`src/rtl/mem_bus_arbiter_pkg.sv`:
```
// mem_bus_arbiter shared definitions: order codes, master ids, FSM states.
// Used by mem_bus_arbiter and mem_arb_tag_fifo.
package mem_bus_arbiter_pkg;

  localparam logic [1:0] MEM_ARB_ORDER_BYTE = 2'b00;
  localparam logic [1:0] MEM_ARB_ORDER_HALF = 2'b01;
  localparam logic [1:0] MEM_ARB_ORDER_WORD = 2'b10;
  localparam logic [1:0] MEM_ARB_ORDER_NONE = 2'b11;

  localparam logic MEM_ARB_M_FETCH = 1'b0;
  localparam logic MEM_ARB_M_LDST  = 1'b1;

  typedef enum logic {
    MEM_ARB_IDLE = 1'b0,
    MEM_ARB_HOLD = 1'b1
  } mem_arb_state_e;

endpackage

```
`src/rtl/mem_arb_tag_fifo.sv`:
```
// mem_arb_tag_fifo: 1-bit in-order owner FIFO for outstanding reads.
// Pointers wrap modulo DEPTH; full/empty derive from the registered count.
module mem_arb_tag_fifo #(
  parameter int DEPTH = 8,
  parameter int AW    = 3
) (
  input  logic        clk,
  input  logic        rst,
  input  logic        push,
  input  logic        pop,
  input  logic        din,
  output logic        dout,
  output logic        full,
  output logic        empty,
  output logic [AW:0] count
);

  logic [DEPTH-1:0] mem;
  logic [AW-1:0]    wptr;
  logic [AW-1:0]    rptr;
  logic             wr;
  logic             rd;

  assign full  = (count == (AW+1)'(DEPTH));
  assign empty = (count == '0);
  assign wr    = push && !full;
  assign rd    = pop && !empty;
  assign dout  = mem[rptr];

  // Tag storage; contents are don't-care until written.
  always_ff @(posedge clk) begin
    if (wr) mem[wptr] <= din;
  end

  // Pointers and occupancy; push+pop together leaves the count unchanged.
  always_ff @(posedge clk or posedge rst) begin
    if (rst) begin
      wptr  <= '0;
      rptr  <= '0;
      count <= '0;
    end else begin
      if (wr) wptr <= wptr + AW'(1);
      if (rd) rptr <= rptr + AW'(1);
      if (wr && !rd) count <= count + (AW+1)'(1);
      else if (rd && !wr) count <= count - (AW+1)'(1);
    end
  end

endmodule

```
`src/rtl/mem_bus_arbiter.sv`:
```
// mem_bus_arbiter: two-master memory bus arbiter with in-order read tags.
// MEM_ARB_ROUND_ROBIN_EN selects round-robin; default is M1-over-M0 priority.
module mem_bus_arbiter
  import mem_bus_arbiter_pkg::*;
#(
  parameter int PL_TAG_DEPTH = 8,
  parameter int PL_TAG_AW    = 3
) (
  input  logic        iCLOCK,
  input  logic        iRESET,
  input  logic        iM0_REQ,
  output logic        oM0_BUSY,
  input  logic [1:0]  iM0_ORDER,
  input  logic [3:0]  iM0_MASK,
  input  logic        iM0_RW,
  input  logic [31:0] iM0_ADDR,
  input  logic [31:0] iM0_DATA,
  output logic        oM0_VALID,
  input  logic        iM0_BUSY,
  output logic [63:0] oM0_DATA,
  input  logic        iM1_REQ,
  output logic        oM1_BUSY,
  input  logic [1:0]  iM1_ORDER,
  input  logic [3:0]  iM1_MASK,
  input  logic        iM1_RW,
  input  logic [31:0] iM1_ADDR,
  input  logic [31:0] iM1_DATA,
  output logic        oM1_VALID,
  input  logic        iM1_BUSY,
  output logic [63:0] oM1_DATA,
  output logic        oMEMORY_REQ,
  input  logic        iMEMORY_LOCK,
  output logic [1:0]  oMEMORY_ORDER,
  output logic [3:0]  oMEMORY_MASK,
  output logic        oMEMORY_RW,
  output logic [31:0] oMEMORY_ADDR,
  output logic [31:0] oMEMORY_DATA,
  input  logic        iMEMORY_VALID,
  output logic        oMEMORY_BUSY,
  input  logic [63:0] iMEMORY_DATA,
  output logic        oARB_ERROR
);

  mem_arb_state_e state;
  logic           owner;
  logic           pick;
  logic           sel;
  logic           sel_valid;
  logic [1:0]     elig;
  logic           accept;
  logic           push;
  logic           pop;
  logic           head;
  logic           tag_full;
  logic           tag_empty;
  logic [PL_TAG_AW:0] tag_count;
  logic           unused_count;

  // Count is kept on the FIFO for observability only.
  assign unused_count = ^tag_count;

  assign elig[0] = !iRESET && iM0_REQ && (iM0_RW || !tag_full);
  assign elig[1] = !iRESET && iM1_REQ && (iM1_RW || !tag_full);

`ifdef MEM_ARB_ROUND_ROBIN_EN
  logic rr;

  assign pick = rr;

  // Priority flips to the master that lost each accepted cycle.
  always_ff @(posedge iCLOCK or posedge iRESET) begin
    if (iRESET) rr <= MEM_ARB_M_FETCH;
    else if (accept) rr <= !sel;
  end
`else
  assign pick = MEM_ARB_M_LDST;
`endif

  // Owner selection: HOLD sticks to the latched owner, IDLE arbitrates.
  always_comb begin
    sel       = MEM_ARB_M_FETCH;
    sel_valid = 1'b0;
    if (state == MEM_ARB_HOLD) begin
      sel       = owner;
      sel_valid = elig[owner];
    end else begin
      sel_valid = |elig;
      sel       = (&elig) ? pick : elig[1];
    end
  end

  // Drive the selected master's fields; zeros when nobody is selected.
  always_comb begin
    oMEMORY_REQ   = sel_valid;
    oMEMORY_ORDER = '0;
    oMEMORY_MASK  = '0;
    oMEMORY_RW    = 1'b0;
    oMEMORY_ADDR  = '0;
    oMEMORY_DATA  = '0;
    if (sel_valid) begin
      if (sel == MEM_ARB_M_LDST) begin
        oMEMORY_ORDER = iM1_ORDER;
        oMEMORY_MASK  = iM1_MASK;
        oMEMORY_RW    = iM1_RW;
        oMEMORY_ADDR  = iM1_ADDR;
        oMEMORY_DATA  = iM1_DATA;
      end else begin
        oMEMORY_ORDER = iM0_ORDER;
        oMEMORY_MASK  = iM0_MASK;
        oMEMORY_RW    = iM0_RW;
        oMEMORY_ADDR  = iM0_ADDR;
        oMEMORY_DATA  = iM0_DATA;
      end
    end
  end

  assign accept   = sel_valid && !iMEMORY_LOCK;
  assign oM0_BUSY = !(accept && sel == MEM_ARB_M_FETCH);
  assign oM1_BUSY = !(accept && sel == MEM_ARB_M_LDST);
  assign push     = accept && !oMEMORY_RW;

  assign oM0_VALID    = iMEMORY_VALID && !tag_empty && !head;
  assign oM1_VALID    = iMEMORY_VALID && !tag_empty && head;
  assign oM0_DATA     = iRESET ? '0 : iMEMORY_DATA;
  assign oM1_DATA     = iRESET ? '0 : iMEMORY_DATA;
  assign oMEMORY_BUSY = !tag_empty && (head ? iM1_BUSY : iM0_BUSY);
  assign pop          = iMEMORY_VALID && !oMEMORY_BUSY && !tag_empty;

  // Lock hold: latch the owner while memory stalls, release on accept or drop.
  always_ff @(posedge iCLOCK or posedge iRESET) begin
    if (iRESET) begin
      state <= MEM_ARB_IDLE;
      owner <= MEM_ARB_M_FETCH;
    end else begin
      unique case (state)
        MEM_ARB_IDLE: begin
          if (sel_valid && iMEMORY_LOCK) begin
            state <= MEM_ARB_HOLD;
            owner <= sel;
          end
        end
        MEM_ARB_HOLD: begin
          if (!sel_valid || !iMEMORY_LOCK) state <= MEM_ARB_IDLE;
        end
      endcase
    end
  end

  // A return with no outstanding tag is unroutable; flag it until reset.
  always_ff @(posedge iCLOCK or posedge iRESET) begin
    if (iRESET) oARB_ERROR <= 1'b0;
    else if (iMEMORY_VALID && tag_empty) oARB_ERROR <= 1'b1;
  end

  mem_arb_tag_fifo #(
    .DEPTH (PL_TAG_DEPTH),
    .AW    (PL_TAG_AW)
  ) u_tag_fifo (
    .clk   (iCLOCK),
    .rst   (iRESET),
    .push  (push),
    .pop   (pop),
    .din   (sel),
    .dout  (head),
    .full  (tag_full),
    .empty (tag_empty),
    .count (tag_count)
  );

endmodule
```
`config.mk`:
```
export PLATFORM = sky130hd
export DESIGN_NAME = mem_bus_arbiter
export DESIGN_NICKNAME = d
export VERILOG_FILES = /design/src/rtl/mem_bus_arbiter_pkg.sv /design/src/rtl/mem_arb_tag_fifo.sv /design/src/rtl/mem_bus_arbiter.sv
export SDC_FILE = /design/constraint.sdc
export NUM_CORES = 1
export LEC_CHECK = 0
export BUFFER_PORTS_ARGS = -buffer_cell sky130_fd_sc_hd__buf_4
export CELL_PAD_IN_SITES_DETAIL_PLACEMENT = 1
export CELL_PAD_IN_SITES_GLOBAL_PLACEMENT = 2
export CORE_AREA = 5 5 159 161
export CTS_CLUSTER_DIAMETER = 100
export DETAILED_ROUTE_END_ITERATION = 8
export DIE_AREA = 0 0 164 166
export HOLD_SLACK_MARGIN = 0.1
export PLACE_DENSITY_LB_ADDON = 0.1
export RECOVER_POWER = 25
export SKIP_LAST_GASP = 1
export SYNTH_ARGS = -nofsm -noshare
export SYNTH_HDL_FRONTEND = slang
export SYNTH_HIERARCHICAL = 1
export SYNTH_SLANG_ARGS = --single-unit
```
`constraint.sdc`:
```
create_clock -name iCLOCK -period 4.8 [get_ports iCLOCK]
set_clock_uncertainty 0.15 [all_clocks]
set_input_delay 0.24 -clock iCLOCK [delete_from_list [all_inputs] [get_ports iCLOCK]]
set_output_delay 0.24 -clock iCLOCK [all_outputs]
set_load 0.05 [all_outputs]
```
Word-level counts from Yosys, hierarchy flattened
Index checks and enable logic that the tools add are counted.
{"block": "totals", "register_bits": 21, "input_bits": 214, "out_inout_bits": 206, "word_cells": 86}
{"block": "op_classes", "n_addsub": 4, "order_cmp": 4, "eq_ne": 1, "n_mux": 27, "bitwise": 2, "reduce_logical": 41}
{"cell": "$mux W32", "count": 4}
{"cell": "$mux W64", "count": 1}
{"cell": "$logic_and A1 B1 Y1", "count": 21}
{"cell": "$mux W4", "count": 4}
{"cell": "$logic_not A1 Y1", "count": 12}
{"cell": "$mux W1", "count": 12}
{"cell": "$bwmux W8", "count": 1}
{"cell": "$lt A3 B4 Y1 const B", "count": 2}
{"cell": "$add A3 B1 Y3 const B", "count": 2}
{"cell": "$add A4 B1 Y4 const B", "count": 1}
{"cell": "$eq A4 B4 Y1 const B", "count": 1}
{"cell": "$logic_not A4 Y1", "count": 1}
{"cell": "$mux W2", "count": 2}
{"cell": "$reduce_and A2 Y1", "count": 2}
{"cell": "$sub A4 B1 Y4 const B", "count": 1}
{"cell": "$bmux W1 S3", "count": 1}
{"cell": "$demux W1 S3", "count": 1}
{"cell": "$ge A3 B1 Y1 const B", "count": 1}
{"cell": "$logic_or A1 B1 Y1", "count": 3}
{"cell": "$lt A1 B2 Y1 const B", "count": 1}
{"cell": "$not A1 Y1", "count": 2}
{"cell": "$pmux W1 S2", "count": 1}
{"cell": "$reduce_bool A2 Y1", "count": 1}
{"cell": "$reduce_or A2 Y1", "count": 1}

Logic depth before layout (Yosys ltp)
Gate-level depths: netlist of the first run.
{"block": "depth", "ltp_word": 16, "ltp_mapped": 14, "mapped_depth_nobuf": 13}

By module
The synthesis of the first run kept the hierarchy.
{"mod": "mem_bus_arbiter", "n_inst": 1, "cells_each": 269, "area_each_um2": 2135.8, "seq_area_each_um2": 75.1}
{"mod": "mem_arb_tag_fifo", "n_inst": 1, "cells_each": 75, "area_each_um2": 949.7, "seq_area_each_um2": 490.5}

Least setup slack after synthesis of the first run
No wires, ideal clock.
{"block": "synth_timing", "kind": "register to register", "from": "register u_tag_fifo.count[0]", "to": "register u_tag_fifo.count[3]", "setup_time_ps": 137, "t_arrival_ps": 3149, "t_required_ps": 4513, "slack_ps": 1363, "path_stages_with_launch": 15, "path_buffers": 1, "synth_period_minus_slack_ps": 3437, "path_cell_list": "dfrtp_1 > or4b_4 > inv_1 > nand2b_1 > and3_1 > buf_2 > o2111a_1 > nand2_2 > inv_1 > ha_1 > inv_1 > ha_1 > or4_1 > nand3_1 > o221ai_1"}
{"block": "synth_via", "elab_chain_cells": 15, "word_cells_on_any_way": 35, "classes_between": "add/sub (2); eq/ne (1); mux (9); reduce/logical (23)"}
{"element": "start: declaration", "line_no": "mem_arb_tag_fifo.sv:15", "rtl": "output logic [AW:0] count"}
{"element": "start signal: assignment", "line_no": "mem_arb_tag_fifo.sv:44", "rtl": "if (wr && !rd) count <= count + (AW+1)'(1);"}
{"element": "start signal: assignment", "line_no": "mem_arb_tag_fifo.sv:45", "rtl": "else if (rd && !wr) count <= count - (AW+1)'(1);"}
{"element": "$eq A4 B4 Y1 (*)", "line_no": "mem_arb_tag_fifo.sv:24", "rtl": "assign full = (count == (AW+1)'(DEPTH));"}
{"element": "net tag_full", "line_no": "mem_bus_arbiter.sv:54", "rtl": "logic tag_full;"}
{"element": "$logic_not A1 Y1 (*)", "line_no": "mem_bus_arbiter.sv:62, mem_bus_arbiter.sv:63"}
{"element": "$logic_or A1 B1 Y1 (on tied branches)", "line_no": "mem_bus_arbiter.sv:62, mem_bus_arbiter.sv:63"}
{"element": "$logic_and A1 B1 Y1 (on tied branches)", "line_no": "mem_bus_arbiter.sv:62, mem_bus_arbiter.sv:63"}
{"element": "$reduce_and A2 Y1", "line_no": "mem_bus_arbiter.sv:88", "rtl": "sel = (&elig) ? pick : elig[1];"}
{"element": "$mux W1", "line_no": "mem_bus_arbiter.sv:88"}
{"element": "$mux W1", "line_no": "mem_bus_arbiter.sv:83", "rtl": "if (state == MEM_ARB_HOLD) begin"}
{"element": "[... 2 more ...]"}
{"element": "$logic_not A1 Y1", "line_no": "mem_bus_arbiter.sv:120", "rtl": "assign push = accept && !oMEMORY_RW;"}
{"element": "$logic_and A1 B1 Y1 (*)", "line_no": "mem_bus_arbiter.sv:120"}
{"element": "net push", "line_no": "mem_bus_arbiter.sv:51", "rtl": "logic push;"}
{"element": "$logic_and A1 B1 Y1 (*)", "line_no": "mem_arb_tag_fifo.sv:26", "rtl": "assign wr = push && !full;"}
{"element": "net u_tag_fifo.wr", "line_no": "mem_arb_tag_fifo.sv:21", "rtl": "logic wr;"}
{"element": "$logic_not A1 Y1", "line_no": "mem_arb_tag_fifo.sv:45"}
{"element": "$logic_and A1 B1 Y1", "line_no": "mem_arb_tag_fifo.sv:45"}
{"element": "$reduce_bool A2 Y1 (no source line)"}
The timed path passes the listed nets; every way through them passes the cells marked *. The select of a mux whose other input is x is not followed.
A chain may end at the register's enable or synchronous reset.

Worst setup path after layout of the first run
Same ends and word-level chain as after synthesis.

==> results of run 1 <==
-- final timing paths --
path                       slack (ns)             endpoint           startpoint  cells past startpoint
setup / recovery                 1.10  u_tag_fifo/count[3]  u_tag_fifo/count[0]                     13
hold / removal                   0.12                owner         iMEMORY_LOCK                      2
setup reg to reg                 1.10  u_tag_fifo/count[3]  u_tag_fifo/count[0]                     13
hold reg to reg                  0.31           oARB_ERROR           oARB_ERROR                      1
max in group asynchronous        3.46   u_tag_fifo/wptr[0]               iRESET                      3
min in group asynchronous        0.57           oARB_ERROR               iRESET                      3
-- power groups by stage --
stage          sequential [W]  combinational, W  clock [W]
6_report             0.000320           0.00134   0.000180
3_3_place_gp         0.000323           0.00136          0
3_5_place_dp         0.000325           0.00137          0
4_1_cts              0.000323           0.00138   0.000190
2_1_floorplan        0.000312          0.000960          0
5_1_grt              0.000331           0.00142   0.000197
-- kinds of logic (layout without fill, tap and decap cells) --
logic type	after synthesis	count (layout)	share of synthesized area
simple gates	112	112	0.217
buf+inv	105	438	0.245
compound gates	86	86	0.273
flops	21	21	0.183
mux	8	8	0.0369
fa+ha+maj	6	6	0.0268
xor+xnor	6	6	0.0170
-- flip-flops by register name, indices dropped and copies added (netlist names) --
name,flops
state,1
oARB_ERROR,1
u_tag_fifo/wptr,3
owner,1
u_tag_fifo/count,4
u_tag_fifo/rptr,3
u_tag_fifo/mem,8
-- timing repair --
item / 4_1_cts / 5_1_grt
hold endpoints to repair: 4 / 0
hold buffers: 2 / 0
setup endpoints to repair: 0 / 0
setup buffers: 0 / 0
-- metrics by stage --
step / std cells / util
after global placement: 995 / 0.249
after floorplan: 344 / -
after detailed placement: 995 / 0.249
final: 1001 / 0.246
after global routing: 1001 / 0.246
after CTS: 1001 / 0.254
-- critical path, cell delays in order, from the launching register on --
cell	delay, ns
dfrtp_1	0.46
or4b_1	0.66
inv_1	0.14
nand2b_1	0.13
and3_2	0.23
o2111a_1	0.29
nand2_2	0.11
inv_1	0.05
ha_1	0.26
inv_1	0.15
ha_1	0.31
or4_1	0.41
nand3_1	0.10
o221ai_1	0.11
-- layer usage --
| metal | global-route usage | vias to the layer above | wire, um |
|---|---|---|---|
| li1 | - | 1892 | - |
| met2 | 0.264 | 230 | 10700 |
| met4 | 0.0237 | 0 | 295 |
| met1 | 0.141 | 1930 | 6840 |
| met3 | 0.0529 | 10 | 2480 |
| met5 | 0 | - | 0 |
-- cell usage after synthesis (2+ instances only) --
| cell type | count |
|---|---|
| a32o_1 | 71 |
| nor2b_1 | 67 |
| buf_4 | 64 |
| buf_6 | 15 |
| dfrtp_1 | 13 |
| nor2_1 | 11 |
| buf_2 | 8 |
| edfxtp_1 | 8 |
| inv_1 | 8 |
| clkbuf_1 | 7 |
| nand2b_1 | 7 |
| ha_1 | 5 |
| nand3_1 | 5 |
| xnor2_1 | 5 |
| nand2_1 | 4 |
| nand3b_1 | 3 |
| or3_1 | 3 |
| a21o_1 | 2 |
| a21oi_1 | 2 |
| and3_1 | 2 |
| inv_2 | 2 |
| mux2_2 | 2 |
| mux2i_1 | 2 |
| mux4_2 | 2 |
| nor3_1 | 2 |
| o211ai_1 | 2 |
| o21ai_0 | 2 |
-- cell type report --
type	count	area, um^2	area share
Inverter	10	37.5	0.00640
Sequential cell	21	566	0.0964
Clock buffer	3	75.1	0.0128
Clock inverter	1	7.51	0.00128
Timing Repair Buffer	424	3020	0.514
Multi-Input combinational cell	218	1760	0.300
Tap cell	324	405	0.0691
==> flow_metrics.py, run 1 <==
metrics = {
    "flow_run": {
        "maxCapViolations": 0,
    },
    "synthesis": {
        "seq_area_frac_synth": 0.183,
        "synth_fp_nets": 564,
        "synth_top_area_frac": 0.230,
        "async_reset_ff_frac": 0.619,
        "ys_warn_count": 6,
        "yosysTopAreaCell": "a32o_1",
        "ys_seq_elements": 21,
        "synth_edf_count": 8,
        "dominantRegCellSynth": "dfrtp_1",
        "syn_inst": 344,
        "synth_area_per_cell_um2": 8.97,
        "synth_area_um2": 3090,
        "yosysUniqueCellTypes": 47,
        "ys_top_cells_by_area": "a32o_1 (23%), buf_4 (16%), nor2b_1 (14%)",
    },
    "routing": {
        "firstDrtPassIters": 4,
        "drt-initial-drc-count": 186,
        "num_vias": 4062,
        "wirelength_um": 20300,
        "wl_per_cell_um": 20.3,
        "drtAntennaViolNets": 0,
        "via_per_inst": 4.06,
        "drc": 0,
    },
    "sta": {
        "holdWs_ns": 0.123,
        "slew_violations": 0,
        "worst_pin_slew_ns": 0.857,
        "tns_ns": 0,
        "finalCritPeriodShare": 0.772,
        "maxSlewHeadroom": 0.429,
        "finalSetupViolations": 0,
        "setup_ws_ns": 1.10,
        "clock.fmax_mhz": 270,
        "rsz0062_at_grt": "no",
        "finalHoldViolCount": 0,
        "fin_crit_ns": 3.70,
    },
    "worst_setup_path": {
        "cp-start-kind": "register",
        "crit_arrival_ns": 3.68,
        "worstSetupPathType": "reg -> reg",
        "worstPathMaxFanout": 6,
        "required_ns": 4.77,
        "cp-end-kind": "register",
    },
    "final_layout": {
        "final_area_um2": 5870,
        "layout_common_cells": "buf_4 (376), a32o_1 (71), nor2b_1 (67)",
        "num-fill-cells": 2939,
        "drive_above_1_share": 0.581,
        "area_growth_pct": 90.2,
        "final_common_cell": "buf_4",
        "n_antenna_cell": 0,
        "num-nets-final": 898,
    },
    "die": {
        "fp.coreArea_um2": 23800,
        "dieArea_um2": 27200,
        "ioPinCount": 420,
        "die_h_um": 166,
        "rows": 57,
        "dieWidth_um": 164,
        "initial_core_util": 0.130,
    },
    "global_routing": {
        "overflow": 0,
        "grt_max_degree": 73,
        "track_usage": 0.137,
        "grt_pass1_vias": 4421,
        "grt_pass1_wl_um": 29100,
        "grt_antenna_before_repair": 0,
    },
    "clock_network": {
        "cts_tree": "built",
        "htreeDepth": 1,
        "cts_buffers": 3,
        "clk_pin_slew_ns": 0.06,
        "insertion_delay_ns": 0.25,
        "cts_resized": 0,
        "cts_buffer_depth": 2,
        "cts_root_buf": "clkbuf_16",
        "clkSinkCount": 21,
    },
    "status": {
        "status": "finished, final reports clean",
    },
    "place": {
        "post-place-ws_ns": 1.18,
        "gp_congestion": 0.831,
        "io_buffers": 419,
        "hpwl_um": 17200,
        "place_area_um2": 5940,
    },
    "pwr": {
        "share_comb_of_total_power": 0.728,
        "p_int_w": 0.000835,
        "p_switching_w": 0.00100,
        "p_total_w": 0.00184,
        "p_seq_frac": 0.174,
        "leakagePower_nw": 2.76,
        "peakVddDrop_mv": 0.144,
        "p_clk_frac": 0.098,
        "swShare": 0.546,
        "power.density_nw_per_um2": 313,
    },
    "worst_hold_path": {
        "hp-class": "in -> reg",
    },
}
Note: power is estimated with default switching activity, not from simulation.
==> run 2: changes to the inputs <==
- clock period: 4.8 -> 3.5 ns (I/O delays scaled with it)
==> run 2 against run 1 <==
Effect of this change: wire length up 0.99%; cell area up 2.0%; non-clock buffer count up 13; worst setup slack worse by 0.91 ns; clock power up 34%; utilization up 0.49 points; clock-buffer cell count unchanged; hold slack worse by 0.0031 ns; critical path depth unchanged; critical path type unchanged; highest routed layer unchanged.
==> flow_metrics.py, run 2 (synthesized netlist as in run 1, its figures left out) <==
metrics = {
    "final_layout": {
        "top_regs": "u_tag_fifo/mem x8, u_tag_fifo/count x4",
        "final_common_cell": "buf_4",
        "layout_common_cells": "buf_4 (384), a32o_1 (71), nor2b_1 (67)",
        "top_register": "u_tag_fifo/mem",
        "n_antenna_cell": 0,
        "area_growth_pct": 94.0,
        "drive_above_1_share": 0.590,
        "num-nets-final": 911,
        "largest_reg_flops": 8,
    },
    "place": {
        "io_buffers": 419,
        "gp_congestion": 0.812,
        "hpwl_um": 17600,
    },
    "routing": {
        "via_per_inst": 4.05,
        "firstDrtPassIters": 4,
        "drc": 0,
        "wl_per_cell_um": 20.2,
        "drtAntennaViolNets": 0,
        "wirelength_um": 20500,
        "num_vias": 4102,
        "drt-initial-drc-count": 151,
    },
    "worst_hold_path": {
        "hp-class": "in -> async",
    },
    "sta": {
        "slew_violations": 0,
        "finalHoldViolCount": 0,
        "finalSetupViolations": 0,
        "finalCritPeriodShare": 0.947,
        "clock.fmax_mhz": 302,
        "tns_ns": 0,
        "rsz0062_at_grt": "no",
        "fin_crit_ns": 3.32,
        "holdWs_ns": 0.120,
        "worst_pin_slew_ns": 0.855,
        "maxSlewHeadroom": 0.430,
    },
    "worst_setup_path": {
        "crit_arrival_ns": 3.27,
        "cpPeakStageDelay_ns": 0.58,
        "r2r_end": "u_tag_fifo/count[3]",
        "reg2reg_slack_ns": 0.18,
        "required_ns": 3.46,
        "path_cells": "or4b_4 -> inv_1 -> nand2b_1 -> and3_2 -> o2111a_1 -> nand2_2 -> inv_1 -> ha_2 -> inv_2 -> ha_1 -> or4_1 -> nand3_1 -> o221ai_1",
        "crit_buf_inv": 3,
        "cpMostUsedCell": "inv_1",
        "critPathSlowestCell": "or4b_4",
        "worstSetupPathType": "reg -> reg",
        "reg2reg_depth": 13,
        "worstPathMaxFanout": 6,
        "cp_top_family": "simple AND/OR/NAND/NOR gates",
        "cp-end-kind": "register",
        "cp-start-kind": "register",
        "r2r-start": "u_tag_fifo/count[0]",
    },
    "die": {
        "fp.coreArea_um2": 23800,
        "ioPinCount": 420,
        "dieWidth_um": 164,
        "die_h_um": 166,
        "rows": 57,
        "dieArea_um2": 27200,
        "initial_core_util": 0.130,
    },
    "pwr": {
        "peakVddDrop_mv": 0.153,
        "leakagePower_nw": 2.83,
        "power.density_nw_per_um2": 435,
    },
    "status": {
        "status": "finished, final reports clean",
    },
    "clock_network": {
        "cts_buffer_depth": 2,
        "clk_pin_slew_ns": 0.06,
        "insertion_delay_ns": 0.25,
        "cts_tree": "built",
        "clkSinkCount": 21,
        "post_cts_buffers": 0,
        "cts_root_buf": "clkbuf_16",
        "cts_buffers": 3,
        "htreeDepth": 1,
    },
    "global_routing": {
        "overflow": 0,
        "grt_pass1_wl_um": 29100,
        "grt_pass1_vias": 4309,
        "track_usage": 0.137,
        "grt_antenna_before_repair": 0,
        "grt_max_degree": 73,
    },
    "flow_run": {
        "maxCapViolations": 0,
    },
}
-- run 2: cell count changes in the layout (fill, tap and decap cells not counted), sizes merged --
cell / delta
buf: +10
clkbuf: +3
clkinv: +1
clkinvlp: -1
-- run 2: worst max path at each step --
stage	from	end	slack, ns	cells after the start
finish	u_tag_fifo/count[0]	u_tag_fifo/count[3]	0.18	13
floorplan	u_tag_fifo/count[0]	u_tag_fifo/count[3]	0.06	14
global route	u_tag_fifo/count[0]	u_tag_fifo/count[3]	0.005	13
detailed placement	u_tag_fifo/count[0]	u_tag_fifo/count[3]	0.07	13
global placement	u_tag_fifo/rptr[0]	u_tag_fifo/count[3]	0.16	11
CTS	u_tag_fifo/rptr[0]	u_tag_fifo/count[3]	0.03	11
-- run 2: per-layer routing --
layer,global-route usage,up-vias,part of all wire
met3,0.0429,8,0.10
met1,0.147,1948,0.36
li1,-,1918,-
met4,0.0193,0,0.011
met2,0.266,228,0.53
met5,0,-,0
-- run 2: stage by stage --
step	cells	util	worst slack, ns	area (um^2)	power (W)
6_report	1014	0.251	0.184	5980	0.00260
2_1_floorplan	344	-	0.0635	3090	0.00175
4_1_cts	1014	0.259	0.0261	6160	0.00268
3_3_place_gp	1008	0.255	0.155	6060	0.00239
5_1_grt	1014	0.251	0.00534	5980	0.00276
3_5_place_dp	1008	0.255	0.0651	6060	0.00242
-- run 2: final cells by class --
cell class,count,area [um^2]
clock buffer,3,75.1
clock inverter,1,5.00
fill,2931,17800
inverter,10,37.5
multi-input combinational,218,1770
sequential,21,567
tap,324,405
timing repair buffer,437,3130
-- run 2: timing repair --
item | CTS | global route
gates resized for setup | 0 | 3
endpoints found under the setup margin | 0 | 1
hold endpoints to repair | 2 | 0
hold buffers | 2 | 0
-- run 2: where the power goes --
part	leakage, nW	internal, W	switching [W]
clock	0.0409	0.000153	0.0000888
sequential	0.226	0.000334	0.0000718
combinational	2.56	0.000724	0.00123
total	2.83	0.00121	0.00139
-- run 2: worst min-delay path: stages --
cell      delay (ns)
clkbuf_1        0.13
buf_4           0.34
inv_1           0.22
==> run 3: changes to the inputs <==
==> constraint.sdc (replaced) <==
create_clock -name iCLOCK -period 3.5 [get_ports iCLOCK]
set_clock_uncertainty 0.15 [all_clocks]
set_input_delay 0.35 -clock iCLOCK [delete_from_list [all_inputs] [get_ports iCLOCK]]
set_output_delay 0.35 -clock iCLOCK [all_outputs]
set_load 0.01 [all_outputs]
==> run 3 against run 2 <==
Effect of this change: critical path depth unchanged; cell area decreased by 0.82%; die area unchanged; final cell count decreased by 0.69%; utilization decreased by 0.20 points; largest cell class unchanged; largest power group unchanged.
==> flow_metrics.py, run 3 (synthesized netlist as in run 1, its figures left out) <==
metrics = {
    "status": {
        "status": "finished, final reports clean",
    },
    "global_routing": {
        "overflow": 0,
        "grt_pass1_wl_um": 28900,
        "grt_antenna_before_repair": 0,
        "grt_max_degree": 73,
        "grt_pass1_vias": 4444,
        "track_usage": 0.136,
    },
    "sta": {
        "rsz0062_at_grt": "no",
        "clock.fmax_mhz": 299,
        "maxSlewHeadroom": 0.431,
        "slew_violations": 0,
        "fin_crit_ns": 3.34,
        "finalCritPeriodShare": 0.954,
        "finalSetupViolations": 0,
        "tns_ns": 0,
        "worst_pin_slew_ns": 0.854,
        "finalHoldViolCount": 0,
    },
    "clock_network": {
        "cts_buffer_depth": 2,
        "cts_root_buf": "clkbuf_16",
        "insertion_delay_ns": 0.26,
        "htreeDepth": 1,
        "cts_tree": "built",
        "clkSinkCount": 21,
        "cts_buffers": 3,
        "post_cts_buffers": 0,
        "clk_pin_slew_ns": 0.06,
    },
    "worst_hold_path": {
        "hp-class": "in -> reg",
    },
    "pwr": {
        "peakVddDrop_mv": 0.161,
        "power.density_nw_per_um2": 335,
        "p_switching_w": 0.000803,
        "p_seq_frac": 0.209,
        "swShare": 0.403,
        "share_comb_of_total_power": 0.668,
        "p_clk_frac": 0.124,
        "leakagePower_nw": 2.79,
        "p_int_w": 0.00119,
    },
    "place": {
        "io_buffers": 419,
        "place_area_um2": 6010,
        "gp_congestion": 0.793,
        "hpwl_um": 17200,
    },
    "routing": {
        "firstDrtPassIters": 4,
        "wirelength_um": 20300,
        "via_per_inst": 4.09,
        "drt-initial-drc-count": 158,
        "drc": 0,
        "wl_per_cell_um": 20.2,
        "drtAntennaViolNets": 0,
        "num_vias": 4114,
    },
    "die": {
        "dieArea_um2": 27200,
        "die_h_um": 166,
        "initial_core_util": 0.130,
        "ioPinCount": 420,
        "fp.coreArea_um2": 23800,
        "dieWidth_um": 164,
        "rows": 57,
    },
    "final_layout": {
        "drive_above_1_share": 0.593,
        "final_common_cell": "buf_4",
        "n_antenna_cell": 0,
        "multiInputGateArea_um2": 1780,
        "layout_common_cells": "buf_4 (381), a32o_1 (71), nor2b_1 (66)",
        "top_register": "u_tag_fifo/mem",
        "regArea_um2": 567,
        "largest_reg_flops": 8,
        "area_growth_pct": 92.4,
        "top_regs": "u_tag_fifo/mem x8, u_tag_fifo/count x4",
        "num-fill-cells": 2916,
        "final_area_um2": 5940,
        "num-nets-final": 904,
    },
    "worst_setup_path": {
        "worstSetupPathType": "reg -> reg",
        "crit_arrival_ns": 3.31,
        "cp-end-kind": "register",
        "required_ns": 3.47,
        "worstPathMaxFanout": 5,
        "cp-start-kind": "register",
    },
    "flow_run": {
        "maxCapViolations": 0,
    },
}
==> run 3: cell types whose count changed in the layout (fill, tap and decap cells not counted), sizes merged <==
cell         delta
buf             -4
dlygate4sd3     -2
clkbuf          -1
clkinv          -1
clkinvlp        +1
==> run 3: critical path: stages (launching register included) <==
cell and delay [ns]:
dfrtp_2 0.46, or4b_4 0.55, inv_1 0.12, nand2b_1 0.10, and3_2 0.22, o2111a_1 0.31
nand2_2 0.11, inv_1 0.05, ha_2 0.19, inv_2 0.10, ha_4 0.22, or4_1 0.40
nand3_1 0.09, o221ai_1 0.11
==> run 3: layout make-up <==
class | instances | share of cell area
repair buffers | 430 | 0.516
flip-flops and latches | 21 | 0.0955
inverters | 10 | 0.00632
clock buffers | 3 | 0.0126
multi-input cells | 218 | 0.300
well taps | 324 | 0.0683
clock inverters | 1 | 0.00126
==> run 3: what timing repair did <==
action                                  4_1_cts  5_1_grt
pin swaps                                     0        0
endpoints found under the setup margin        1        1
hold buffers                                  0        0
gates resized for setup                       1        4
==> run 3: metrics by stage <==
step / total power [W] / setup slack, ns / std cells / hold slack, ns / util
2_1_floorplan: 0.00115 / 0.0635 / 344 / 0.0402 / -
5_1_grt: 0.00214 / 0.0190 / 1007 / 0.163 / 0.249
3_5_place_dp: 0.00178 / 0.0434 / 1003 / 0.303 / 0.252
6_report: 0.00199 / 0.161 / 1007 / 0.161 / 0.249
4_1_cts: 0.00204 / 0.0165 / 1007 / 0.162 / 0.256
3_3_place_gp: 0.00176 / 0.119 / 1003 / 0.301 / 0.252
==> run 3: path summary, 6_finish.rpt <==
path | from | endpoint | slack, ns | cells after the start
worst max-delay path | u_tag_fifo/count[2] | u_tag_fifo/count[3] | 0.16 | 13
worst min-delay path | iMEMORY_VALID | oARB_ERROR | 0.16 | 2
worst max register to register | u_tag_fifo/count[2] | u_tag_fifo/count[3] | 0.16 | 13
worst min register to register | oARB_ERROR | oARB_ERROR | 0.31 | 1
max in group asynchronous | iRESET | u_tag_fifo/count[2] | 2.43 | 3
min in group asynchronous | iRESET | owner | 0.29 | 3
==> run 3: power by group through the flow <==
stage	sequential [W]	clock (W)	combinational (W)
2_1_floorplan	0.000416	0	0.000733
3_3_place_gp	0.000413	0	0.00135
3_5_place_dp	0.000418	0	0.00136
4_1_cts	0.000416	0.000252	0.00138
5_1_grt	0.000430	0.000267	0.00144
6_report	0.000416	0.000246	0.00133
==> run 3: layer usage <==
metal,GRT usage,routed length (um),vias up
met3,0.0521,2350,8
met1,0.137,6880,1965
met2,0.269,11000,235
li1,-,-,1906
met4,0.0142,126,0
met5,0,0,-
